### src/rtl/sram_rw_pkg.sv
// Shared types and default widths for the masked single-port SRAM controller.
package sram_rw_pkg;

  localparam int unsigned ADDR_W = 11;
  localparam int unsigned DATA_W = 36;
  localparam int unsigned MASK_W = 6;

  typedef enum logic [0:0] {
    INIT,
    RUN
  } state_e;

  typedef struct packed {
    logic              write;
    logic [ADDR_W-1:0] addr;
    logic [DATA_W-1:0] wdata;
    logic [MASK_W-1:0] wmask;
  } req_t;

endpackage

### src/rtl/sram_resp_fifo.sv
// Two-entry in-order read-response buffer; push and pop may coincide.
module sram_resp_fifo #(
  parameter int unsigned DATA_W = 36
) (
  input  logic              clock,
  input  logic              reset,
  input  logic              push,
  input  logic [DATA_W-1:0] push_data,
  input  logic              pop,
  output logic [DATA_W-1:0] pop_data,
  output logic [1:0]        count
);

  logic [DATA_W-1:0] mem_q [2];
  logic              wr_ptr_q;
  logic              rd_ptr_q;
  logic [1:0]        count_q;
  logic              push_ok;
  logic              pop_ok;

  assign push_ok = push && (count_q != 2'd2);
  assign pop_ok  = pop && (count_q != 2'd0);

  always_ff @(posedge clock or posedge reset) begin
    if (reset) begin
      mem_q[0] <= '0;
      mem_q[1] <= '0;
      wr_ptr_q <= 1'b0;
      rd_ptr_q <= 1'b0;
      count_q  <= 2'd0;
    end else begin
      if (push_ok) begin
        mem_q[wr_ptr_q] <= push_data;
        wr_ptr_q        <= ~wr_ptr_q;
      end
      if (pop_ok) begin
        rd_ptr_q <= ~rd_ptr_q;
      end
      if (push_ok && !pop_ok) begin
        count_q <= count_q + 2'd1;
      end else if (pop_ok && !push_ok) begin
        count_q <= count_q - 2'd1;
      end
    end
  end

  assign pop_data = mem_q[rd_ptr_q];
  assign count    = count_q;

endmodule

### src/rtl/sram_rw_port_ctrl.sv
// Initiator-side controller for a 1RW masked SRAM with registered-address read,
// optional zero-fill sweep after reset and a credit-limited two-entry response buffer.
module sram_rw_port_ctrl #(
  parameter int unsigned ADDR_W        = sram_rw_pkg::ADDR_W,
  parameter int unsigned DATA_W        = sram_rw_pkg::DATA_W,
  parameter int unsigned MASK_W        = sram_rw_pkg::MASK_W,
  parameter bit          INIT_ON_RESET = 1'b1
) (
  input  logic              clock,
  input  logic              reset,
  input  logic              req_valid,
  output logic              req_ready,
  input  logic              req_write,
  input  logic [ADDR_W-1:0] req_addr,
  input  logic [DATA_W-1:0] req_wdata,
  input  logic [MASK_W-1:0] req_wmask,
  output logic              resp_valid,
  input  logic              resp_ready,
  output logic [DATA_W-1:0] resp_rdata,
  output logic              init_done,
  output logic [ADDR_W-1:0] sram_addr,
  output logic              sram_en,
  output logic              sram_wmode,
  output logic [MASK_W-1:0] sram_wmask,
  output logic [DATA_W-1:0] sram_wdata,
  input  logic [DATA_W-1:0] sram_rdata
);
  import sram_rw_pkg::*;

  if (DATA_W % MASK_W != 0) begin : gen_mask_check
    $error("DATA_W must be a multiple of MASK_W");
  end

  localparam state_e RstState = state_e'(INIT_ON_RESET ? INIT : RUN);

  state_e            state_q, state_d;
  logic [ADDR_W-1:0] init_cnt_q, init_cnt_d;
  logic              init_done_q;
  logic              inflight_q, inflight_d;
  logic [1:0]        fifo_cnt;
  logic [2:0]        occupancy;
  logic              fire;
  logic              pop;

  always_ff @(posedge clock or posedge reset) begin
    if (reset) begin
      state_q     <= RstState;
      init_cnt_q  <= '0;
      init_done_q <= ~INIT_ON_RESET;
      inflight_q  <= 1'b0;
    end else begin
      state_q     <= state_d;
      init_cnt_q  <= init_cnt_d;
      init_done_q <= (state_d == RUN);
      inflight_q  <= inflight_d;
    end
  end

  // Credit counts buffered entries plus the read whose data lands next edge,
  // less the entry being drained this cycle.
  assign pop       = resp_valid && resp_ready;
  assign occupancy = {1'b0, fifo_cnt} + {2'b00, inflight_q} - {2'b00, pop};
  assign req_ready = init_done_q && !reset && (occupancy < 3'd2);
  assign fire      = req_valid && req_ready;
  assign init_done = init_done_q;

  always_comb begin
    state_d    = state_q;
    init_cnt_d = init_cnt_q;
    inflight_d = 1'b0;
    sram_en    = 1'b0;
    sram_wmode = 1'b0;
    sram_addr  = '0;
    sram_wmask = '0;
    sram_wdata = '0;
    unique case (state_q)
      INIT: begin
        sram_en    = !reset;
        sram_wmode = 1'b1;
        sram_wmask = '1;
        sram_addr  = init_cnt_q;
        init_cnt_d = init_cnt_q + 1'b1;
        if (init_cnt_q == '1) begin
          state_d = RUN;
        end
      end
      RUN: begin
        if (fire) begin
          sram_en    = 1'b1;
          sram_wmode = req_write;
          sram_addr  = req_addr;
          sram_wmask = req_wmask;
          sram_wdata = req_wdata;
        end
        inflight_d = fire && !req_write;
      end
    endcase
  end

  sram_resp_fifo #(
    .DATA_W(DATA_W)
  ) u_resp_fifo (
    .clock    (clock),
    .reset    (reset),
    .push     (inflight_q),
    .push_data(sram_rdata),
    .pop      (pop),
    .pop_data (resp_rdata),
    .count    (fifo_cnt)
  );

  assign resp_valid = (fifo_cnt != 2'd0);

endmodule

### config.mk
export PLATFORM = sky130hd
export DESIGN_NAME = sram_rw_port_ctrl
export DESIGN_NICKNAME = d
export VERILOG_FILES = /design/src/rtl/sram_rw_pkg.sv /design/src/rtl/sram_resp_fifo.sv /design/src/rtl/sram_rw_port_ctrl.sv
export SDC_FILE = /design/constraint.sdc
export NUM_CORES = 1
export LEC_CHECK = 0
export CAP_MARGIN = 20
export CORE_MARGIN = 1
export CORE_UTILIZATION = 35
export DETAILED_ROUTE_END_ITERATION = 7
export PLACE_DENSITY = 0.81
export SETUP_SLACK_MARGIN = 0.5
export SYNTH_ARGS = -nofsm -noshare
export SYNTH_HDL_FRONTEND = slang
export SYNTH_SLANG_ARGS = --single-unit
export TNS_END_PERCENT = 1
### constraint.sdc
create_clock -name clock -period 3.8 [get_ports clock]
set_input_delay 0.95 -clock clock [delete_from_list [all_inputs] [get_ports clock]]
set_output_delay 0.95 -clock clock [all_outputs]
set_load 0.01 [all_outputs]
==> impl_metrics.yaml, run 1 <==
status:
  status: "complete, but fails checks"
  violations: "negative setup slack"
pwr:
  p_int_mw: 2.13
  seq_power_share_pct: 36.8
  swShare_pct: 26.6
  leakage_nw: 3.22
  power_frac_comb_pct: 30.4
  p_per_area_mw_per_mm2: 405
  switchingPower_uw: 772
  pwr-share-clk_pct: 32.7
  peakVddDrop_v: 0.000233
  total_power_mw: 2.90
grt:
  antenna_found_initial: 0
  track_usage_pct: 19.9
  grt_pass1_wl_um: 19600
  grt_max_degree: 53
  grt.overflow.total: 0
  grt_pass1_vias: 3771
timing:
  final-setup-viol-count: 13
  hold_slack_ps: 494
  fin_ws_ps: -97.0
  fmax_ghz: 0.257
  finalCriticalPeriod_ps: 3900
  fin_setup_tns_ps: -852
  tightestPinTransition_ps: 696
  slew_headroom_pct: 53.4
  rsz0062_at_grt: "true"
  period_share_pct: 103
  skew_ps: 6.49
  finalMaxSlewViolations: 0
  hold_viol: 0
routing:
  avgViaCountPerCell: 4.85
  drtPass1Iterations: 4
  drc: 0
  dr_total_vias: 3429
  drtIter0Drc: 53
  route.detailed.wl_per_inst_um: 17.7
  antenna_left: 0
  routed_wl_um: 12500
critical_path:
  crit_fanout: 6
  worstPathArrival_ps: 2950
  cp-start-kind: "input pin"
  crit_required_ps: 2850
  endpoint_kind: "output port"
  critPathKind: "input pin to output port"
logic_synthesis:
  syn_inst: 328
  yosysWarnings: 0
  yosysTopAreaCell: "dfrtp_1"
  synth_area_leaders: "dfrtp_1 (51%), mux2_2 (28%), and2_1 (5.2%)"
  syn-cell-area_mm2: 0.00436
  yosysUniqueCellTypes: 34
  synth_seq_cells: 89
  syn-num-nets: 426
  yosysTopAreaCellShare_pct: 51.0
  seq_area_frac_synth_pct: 51.0
  synth.avg_cell_area_um2: 13.3
final_layout:
  nets: 633
  syn_to_final_growth_pct: 64.0
  final.fill_count: 990
  design_area_mm2: 0.00716
  layout-drive-gt1-share_pct: 47.5
  layout_commonest_cell: "clkdlybuf4s50_1"
  mostFrequentLayoutCells: "clkdlybuf4s50_1 (130), mux2_2 (107), dfrtp_1 (88)"
  diodes: 0
floorplanning:
  num_rows: 40
  core_area_mm2: 0.0121
  die_area_mm2: 0.0129
  die_x_um: 114
  initial_core_util_pct: 36.2
  fp.dieH_um: 114
  num_io_pins: 188
placement:
  gp_congestion: 0.729
  hpwl_um: 8600
  placed_cell_area_mm2: 0.00662
  portBuffers: 187
  pre_cts_ws_ps: -907
clocking:
  cts_root_buffer: "clkbuf_16"
  cts-hold-fix-buffers: 0
  cts_sinks: 89
  clk_latency_ps: 330
  cts_tree: "done"
  cts_buffers: 9
  clkTransAtPathRegs_ps: 60
  htreeDepth: 3
  clockBufferDepth: 2
min_path:
  hp-class: "flop to flop"
job:
  drv_cap: 0
==> repair_timing <==
item,in CTS,in global routing
setup buffers,6,0
endpoints found under the setup margin,58,56
endpoints found under the hold margin,0,0
gates cloned,6,0
resized for setup,279,4
pin swaps,16,5
==> cell usage after synthesis (all sizes together) <==
library cell	n
mux2	109
dfrtp	89
and2	36
buf	13
a22o	10
xnor2	10
a21o	8
nand2	6
xor2	6
clkbuf	5
inv	5
nand3	4
ha	3
nor2b	3
a21oi	2
and3	2
nand2b	2
nor2	2
nor3	2
a211oi	1
and4	1
and4b	1
clkinv	1
fa	1
nand4	1
nand4b	1
nor4	1
o211ai	1
o41ai	1
or2	1
==> metal layers <==
layer	part of all wire (%)	up-vias	track usage, %
li1	-	1560	-
met1	36	1691	20.6
met2	53	153	37.3
met3	7.4	25	5.90
met4	2.8	0	7.98
met5	0	-	0
==> layout make-up <==
type                       count  area [µm²]  area share (%)
timing repair buffer         214        2220            31.0
multi-input combinational    215        2150            30.1
inverter                       6        26.3           0.367
clock buffer                   9         225            3.15
sequential                    89        2230            31.2
tap                          168         210            2.94
clock inverter                 6        90.1            1.26
==> through the flow <==
stage,std cells,util [%]
final,707,59.3
after global routing,707,59.3
after CTS,707,59.3
after detailed placement,680,54.9
after global placement,680,54.9
after floorplan,328,-
==> final timing paths <==
| check | slack, ps | cells past startpoint | from | endpoint |
|---|---|---|---|---|
| min reg2reg | 490 | 1 | u_resp_fifo.mem_q[61] | u_resp_fifo.mem_q[61] |
| max in group asynchronous | 1890 | 4 | reset | u_resp_fifo.mem_q[35] |
| min in group asynchronous | 1190 | 3 | reset | init_cnt_q[10] |
| max reg2reg | 1600 | 9 | u_resp_fifo.count[0] | inflight_q |
| min | 490 | 1 | u_resp_fifo.mem_q[61] | u_resp_fifo.mem_q[61] |
| max | -100 | 13 | resp_ready | sram_addr[4] |
==> state kept, by name, summed over array words and instances, names as in the netlist <==
| register | count |
|---|---|
| u_resp_fifo.wr_ptr_q | 1 |
| inflight_q | 1 |
| u_resp_fifo.rd_ptr_q | 1 |
| u_resp_fifo.mem_q | 72 |
| u_resp_fifo.count | 2 |
| init_cnt_q | 11 |
| init_done | 1 |
==> worst max-delay path: stages <==
cell,delay (ps)
buf_8,100
nand2_8,50
inv_4,30
ha_4,200
nand2b_4,130
fa_2,530
and4_4,240
buf_6,120
buf_12,120
buf_6,110
buf_16,110
a22o_1,120
buf_2,130
==> kinds of logic (layout without fill, tap and decap cells) <==
logic type / count (synthesis) / after routing / synth area share (%)
mux: 109 / 109 / 28.1
simple gates: 63 / 63 / 8.60
buf+inv: 24 / 235 / 3.13
xor+xnor: 16 / 16 / 3.21
compound gates: 23 / 23 / 4.56
flops: 89 / 89 / 51.0
fa+ha+maj: 4 / 4 / 1.32
==> power groups by stage <==
| stage | clock network, mW | logic [mW] | registers, mW |
|---|---|---|---|
| floorplan | 0 | 0.453 | 1.03 |
| CTS | 0.973 | 0.896 | 1.07 |
| global route | 1.02 | 0.945 | 1.08 |
| finish | 0.950 | 0.883 | 1.07 |
| global placement | 0 | 0.869 | 1.08 |
| detailed placement | 0 | 0.884 | 1.09 |
Power figures use the tool's default switching activity.
==> run 2: changes to the inputs <==
--- a/config.mk
+++ b/config.mk
@@ -8,8 +8,9 @@
 export CAP_MARGIN = 20
 export CORE_MARGIN = 1
 export CORE_UTILIZATION = 35
+export CTS_CLUSTER_SIZE = 28
 export DETAILED_ROUTE_END_ITERATION = 7
-export PLACE_DENSITY = 0.81
+export PLACE_DENSITY = 0.78
 export SETUP_SLACK_MARGIN = 0.5
 export SYNTH_ARGS = -nofsm -noshare
 export SYNTH_HDL_FRONTEND = slang
==> constraint.sdc (replaced) <==
create_clock -name clock -period 4.3 [get_ports clock]
set_input_delay 1.075 -clock clock [delete_from_list [all_inputs] [get_ports clock]]
set_output_delay 1.075 -clock clock [all_outputs]
set_load 0.01 [all_outputs]
==> run 2 against run 1 <==
The flow now finishes without violations; hold slack worse by 8.6 ps; non-clock buffer count rose by 2; critical endpoint is now sram_addr[9]; critical path depth shrank 1; final cell count rose by 0.42%; sequential power shrank 15%; critical path type unchanged; largest power group is now clock.
==> impl_metrics.yaml, run 2 (synthesized netlist as in run 1, its figures left out) <==
critical_path:
  critPathKind: "input pin to output port"
  endpoint_kind: "output port"
  crit_fanout: 5
  cp-start-kind: "input pin"
  crit_required_ps: 3220
  worstPathArrival_ps: 2970
grt:
  grt.overflow.total: 0
  grt_pass1_vias: 3738
  grt_pass1_wl_um: 20000
  grt_max_degree: 59
  antenna_found_initial: 0
  track_usage_pct: 20.7
routing:
  antenna_left: 0
  routed_wl_um: 13100
  drtIter0Drc: 99
  drc: 0
  avgViaCountPerCell: 4.82
  route.detailed.wl_per_inst_um: 18.4
  drtPass1Iterations: 4
  dr_total_vias: 3423
timing:
  fmax_ghz: 0.247
  period_share_pct: 94.1
  slew_headroom_pct: 44.4
  final-setup-viol-count: 0
  rsz0062_at_grt: "true"
  finalMaxSlewViolations: 0
  finalCriticalPeriod_ps: 4050
  fin_ws_ps: 253
  hold_viol: 0
  skew_ps: 5.92
  tightestPinTransition_ps: 832
clocking:
  cts_root_buffer: "clkbuf_16"
  clkTransAtPathRegs_ps: 70
  clk_latency_ps: 340
  cts_buffers: 9
  clockBufferDepth: 2
  htreeDepth: 3
  cts_sinks: 89
  cts_tree: "done"
final_layout:
  mostFrequentLayoutCells: "clkdlybuf4s50_1 (130), mux2_2 (107), dfrtp_1 (89)"
  layout_commonest_cell: "clkdlybuf4s50_1"
  diodes: 0
  syn_to_final_growth_pct: 61.1
  layout-drive-gt1-share_pct: 47.0
  largest-register: "u_resp_fifo.mem_q"
  largest_register_ffs: 72
  nets: 635
placement:
  pre_cts_ws_ps: -556
  hpwl_um: 9380
  gp_congestion: 0.756
  portBuffers: 187
pwr:
  leakage_nw: 3.25
  p_per_area_mw_per_mm2: 376
  total_power_mw: 2.64
  peakVddDrop_v: 0.000244
floorplanning:
  fp.dieH_um: 114
  die_x_um: 114
  core_area_mm2: 0.0121
  num_rows: 40
  initial_core_util_pct: 36.2
  die_area_mm2: 0.0129
  num_io_pins: 188
min_path:
  hp-class: "flop to flop"
job:
  drv_cap: 0
status:
  status: "finished clean"
run 2: metrics by stage:
step                cells  utilization, %  TNS, ps  area [µm²]  hold WS (ps)
floorplan             328               -        0        4530           454
global placement      678            54.7   -28510        6590           464
detailed placement    678            54.7   -28790        6590           477
CTS                   709            58.0        0        7000           492
global route          710            58.3        0        7030           506
finish                710            58.3        0        7030           486
run 2: what timing repair did:
action,CTS,global route
gates cloned,6,0
hold endpoints to repair,0,0
setup endpoints to repair,56,56
hold buffers,0,0
pin swaps,6,1
gates resized for setup,244,1
buffers inserted,9,0
run 2: metal layers:
layer  global-route usage (%)  share of wire (%)
met5                        0                  0
met3                     7.55                8.6
met2                     39.5                 54
met4                     8.60                3.1
met1                     19.8                 35
run 2: final timing paths:
check                                            from                     to  slack [ps]  cells past startpoint
worst max register to register   u_resp_fifo.count[0]             inflight_q        1740                     12
max in group asynchronous                       reset   u_resp_fifo.mem_q[7]        2350                      5
min in group asynchronous                       reset         init_cnt_q[10]        1150                      3
worst min register to register  u_resp_fifo.mem_q[61]  u_resp_fifo.mem_q[61]         490                      1
worst min-delay path            u_resp_fifo.mem_q[61]  u_resp_fifo.mem_q[61]         490                      1
worst max-delay path                       resp_ready           sram_addr[9]         250                     12
run 2: where the power goes:
group,total (mW),internal [mW],switching (mW)
clock,0.913,0.574,0.339
sequential,0.906,0.869,0.0370
combinational,0.825,0.510,0.316
total,2.64,1.95,0.692
run 2: area by class of cell:
type / count / area, µm²
Clock buffer: 9 / 225
Clock inverter: 7 / 124
Multi-Input combinational cell: 215 / 2140
Timing Repair Buffer: 216 / 2080
Tap cell: 168 / 210
Fill cell: 1008 / 5030
Sequential cell: 89 / 2230
Inverter: 6 / 23.8
run 2: critical path, cell delays in order:
cell      delay [ps]
buf_6             90
nand2_4           50
inv_2             40
ha_4             190
nand2b_4         130
fa_2             530
and4_4           230
buf_6            100
buf_8            120
buf_16           110
a22o_1           140
buf_2            140
==> run 3: changes to the inputs <==
==> constraint.sdc (replaced) <==
create_clock -name clock -period 4.3 [get_ports clock]
set_input_delay 0.86 -clock clock [delete_from_list [all_inputs] [get_ports clock]]
set_output_delay 0.86 -clock clock [all_outputs]
set_load 0.01 [all_outputs]
==> run 3 against run 2 <==
Wire length fell by 9.7%; largest cell class unchanged; design area fell by 2.9%; combinational power fell by 9.3%; critical path type is now flop to output port; global-route usage fell by 1.4 points; via count fell by 1.6%; core utilization fell by 1.7 points.
==> impl_metrics.yaml, run 3 (synthesized netlist as in run 1, its figures left out) <==
job:
  drv_cap: 0
floorplanning:
  die_x_um: 114
  num_io_pins: 188
  num_rows: 40
  core_area_mm2: 0.0121
  die_area_mm2: 0.0129
  fp.dieH_um: 114
  initial_core_util_pct: 36.2
placement:
  dp.cells: 673
  hpwl_um: 8030
  gp_congestion: 0.767
  portBuffers: 187
  pre_cts_ws_ps: -169
  placed_cell_area_mm2: 0.00641
critical_path:
  cp-start-kind: "flop"
  critPathMostFrequentCell: "buf_12"
  cp_cell_sequence: "or2_4 -> nand2_4 -> inv_4 -> ha_4 -> nand2b_4 -> fa_2 -> and4_4 -> buf_12 -> buf_12 -> buf_16 -> buf_8 -> and2_1 -> buf_2"
  critPathSlowestCell: "fa_2"
  crit_fanout: 8
  slowest_delay_ps: 540
  worstPathArrival_ps: 2940
  crit_required_ps: 3440
  endpoint_kind: "output port"
  critPathKind: "flop to output port"
clocking:
  htreeDepth: 3
  cts_root_buffer: "clkbuf_16"
  clk_latency_ps: 340
  cts_buffers: 9
  cts_tree: "done"
  clkTransAtPathRegs_ps: 70
  clockBufferDepth: 2
  cts_sinks: 89
grt:
  antenna_found_initial: 0
  track_usage_pct: 19.2
  grt.overflow.total: 0
  grt_max_degree: 43
  grt_pass1_wl_um: 18900
  grt_pass1_vias: 3703
pwr:
  total_power_mw: 2.50
  leakage_nw: 3.16
  p_per_area_mw_per_mm2: 367
  peakVddDrop_v: 0.000193
timing:
  fin_ws_ps: 500
  slew_headroom_pct: 39.4
  finalCriticalPeriod_ps: 3800
  final-setup-viol-count: 0
  tightestPinTransition_ps: 908
  fin_setup_tns_ps: 0
  skew_ps: 8.34
  hold_viol: 0
  fmax_ghz: 0.263
  period_share_pct: 88.4
  finalMaxSlewViolations: 0
  hold_slack_ps: 502
  rsz0062_at_grt: "true"
final_layout:
  mostFrequentLayoutCells: "clkdlybuf4s50_1 (130), mux2_2 (107), dfrtp_1 (87)"
  final_util_pct: 56.6
  layout-drive-gt1-share_pct: 38.0
  largest-register: "u_resp_fifo.mem_q"
  nets: 633
  diodes: 0
  design_area_mm2: 0.00683
  syn_to_final_growth_pct: 56.4
  largest_register_ffs: 72
  final.fill_count: 998
  stdcell_count: 708
  layout_commonest_cell: "clkdlybuf4s50_1"
routing:
  drc: 0
  routed_wl_um: 11800
  avgViaCountPerCell: 4.76
  antenna_left: 0
  dr_total_vias: 3368
  drtPass1Iterations: 4
  route.detailed.wl_per_inst_um: 16.7
  drtIter0Drc: 132
status:
  status: "finished clean"
min_path:
  hp-class: "flop to flop"
==> run 3: cell count changes in the layout (fill, tap and decap cells not counted), moves of 2 or more <==
cell / before / now
and2_4: 36 / 1
dlygate4sd2_1: 2 / 16
dfrtp_1: 89 / 87
buf_16: 7 / 4
buf_2: 46 / 40
and2_1: 0 / 35
buf_6: 13 / 1
bufinv_16: 3 / 1
clkinv_4: 1 / 3
buf_4: 13 / 17
dfrtp_2: 0 / 2
==> run 3: worst max-delay path, delay by kind of cell, from the launching register on <==
family,cells,cell delay [ps]
fa+ha+maj,2,730
buf+inv,6,590
flops,1,400
simple gates,5,870
==> run 3: worst paths after layout <==
check,slack (ps),end,cells past startpoint,from
min in group asynchronous,1030,init_cnt_q[1],2,reset
max reg2reg,1400,inflight_q,15,u_resp_fifo.count[0]
min,500,u_resp_fifo.mem_q[20],1,u_resp_fifo.mem_q[20]
min reg2reg,500,u_resp_fifo.mem_q[20],1,u_resp_fifo.mem_q[20]
max in group asynchronous,2400,u_resp_fifo.rd_ptr_q,3,reset
max,500,sram_wdata[5],13,u_resp_fifo.count[0]
==> run 3: repair_timing <==
action,4_1_cts,5_1_grt
gates resized for setup,197,2
hold buffers,0,0
setup buffers,12,3
endpoints found under the setup margin,56,43
pin swaps,10,7
cloned,4,0
==> run 3: layer usage <==
layer	GRT usage (%)	wire length, µm	up-vias
li1	-	-	1568
met1	21.4	4620	1652
met2	36.1	6280	134
met3	4.36	690	14
met4	5.88	209	0
met5	0	0	-
==> run 3: final cells by class <==
| type | instances | area, µm² | share of cell area (%) |
|---|---|---|---|
| timing repair buffer | 214 | 2000 | 29.3 |
| clock buffer | 10 | 229 | 3.35 |
| clock inverter | 6 | 80.1 | 1.17 |
| multi-input combinational | 215 | 2050 | 30.1 |
| tap | 168 | 210 | 3.08 |
| inverter | 6 | 26.3 | 0.385 |
| sequential | 89 | 2230 | 32.7 |
==> run 3: report_power, final <==
group	internal (mW)	switching, mW
clock	0.459	0.340
combinational	0.494	0.254
sequential	0.870	0.0861
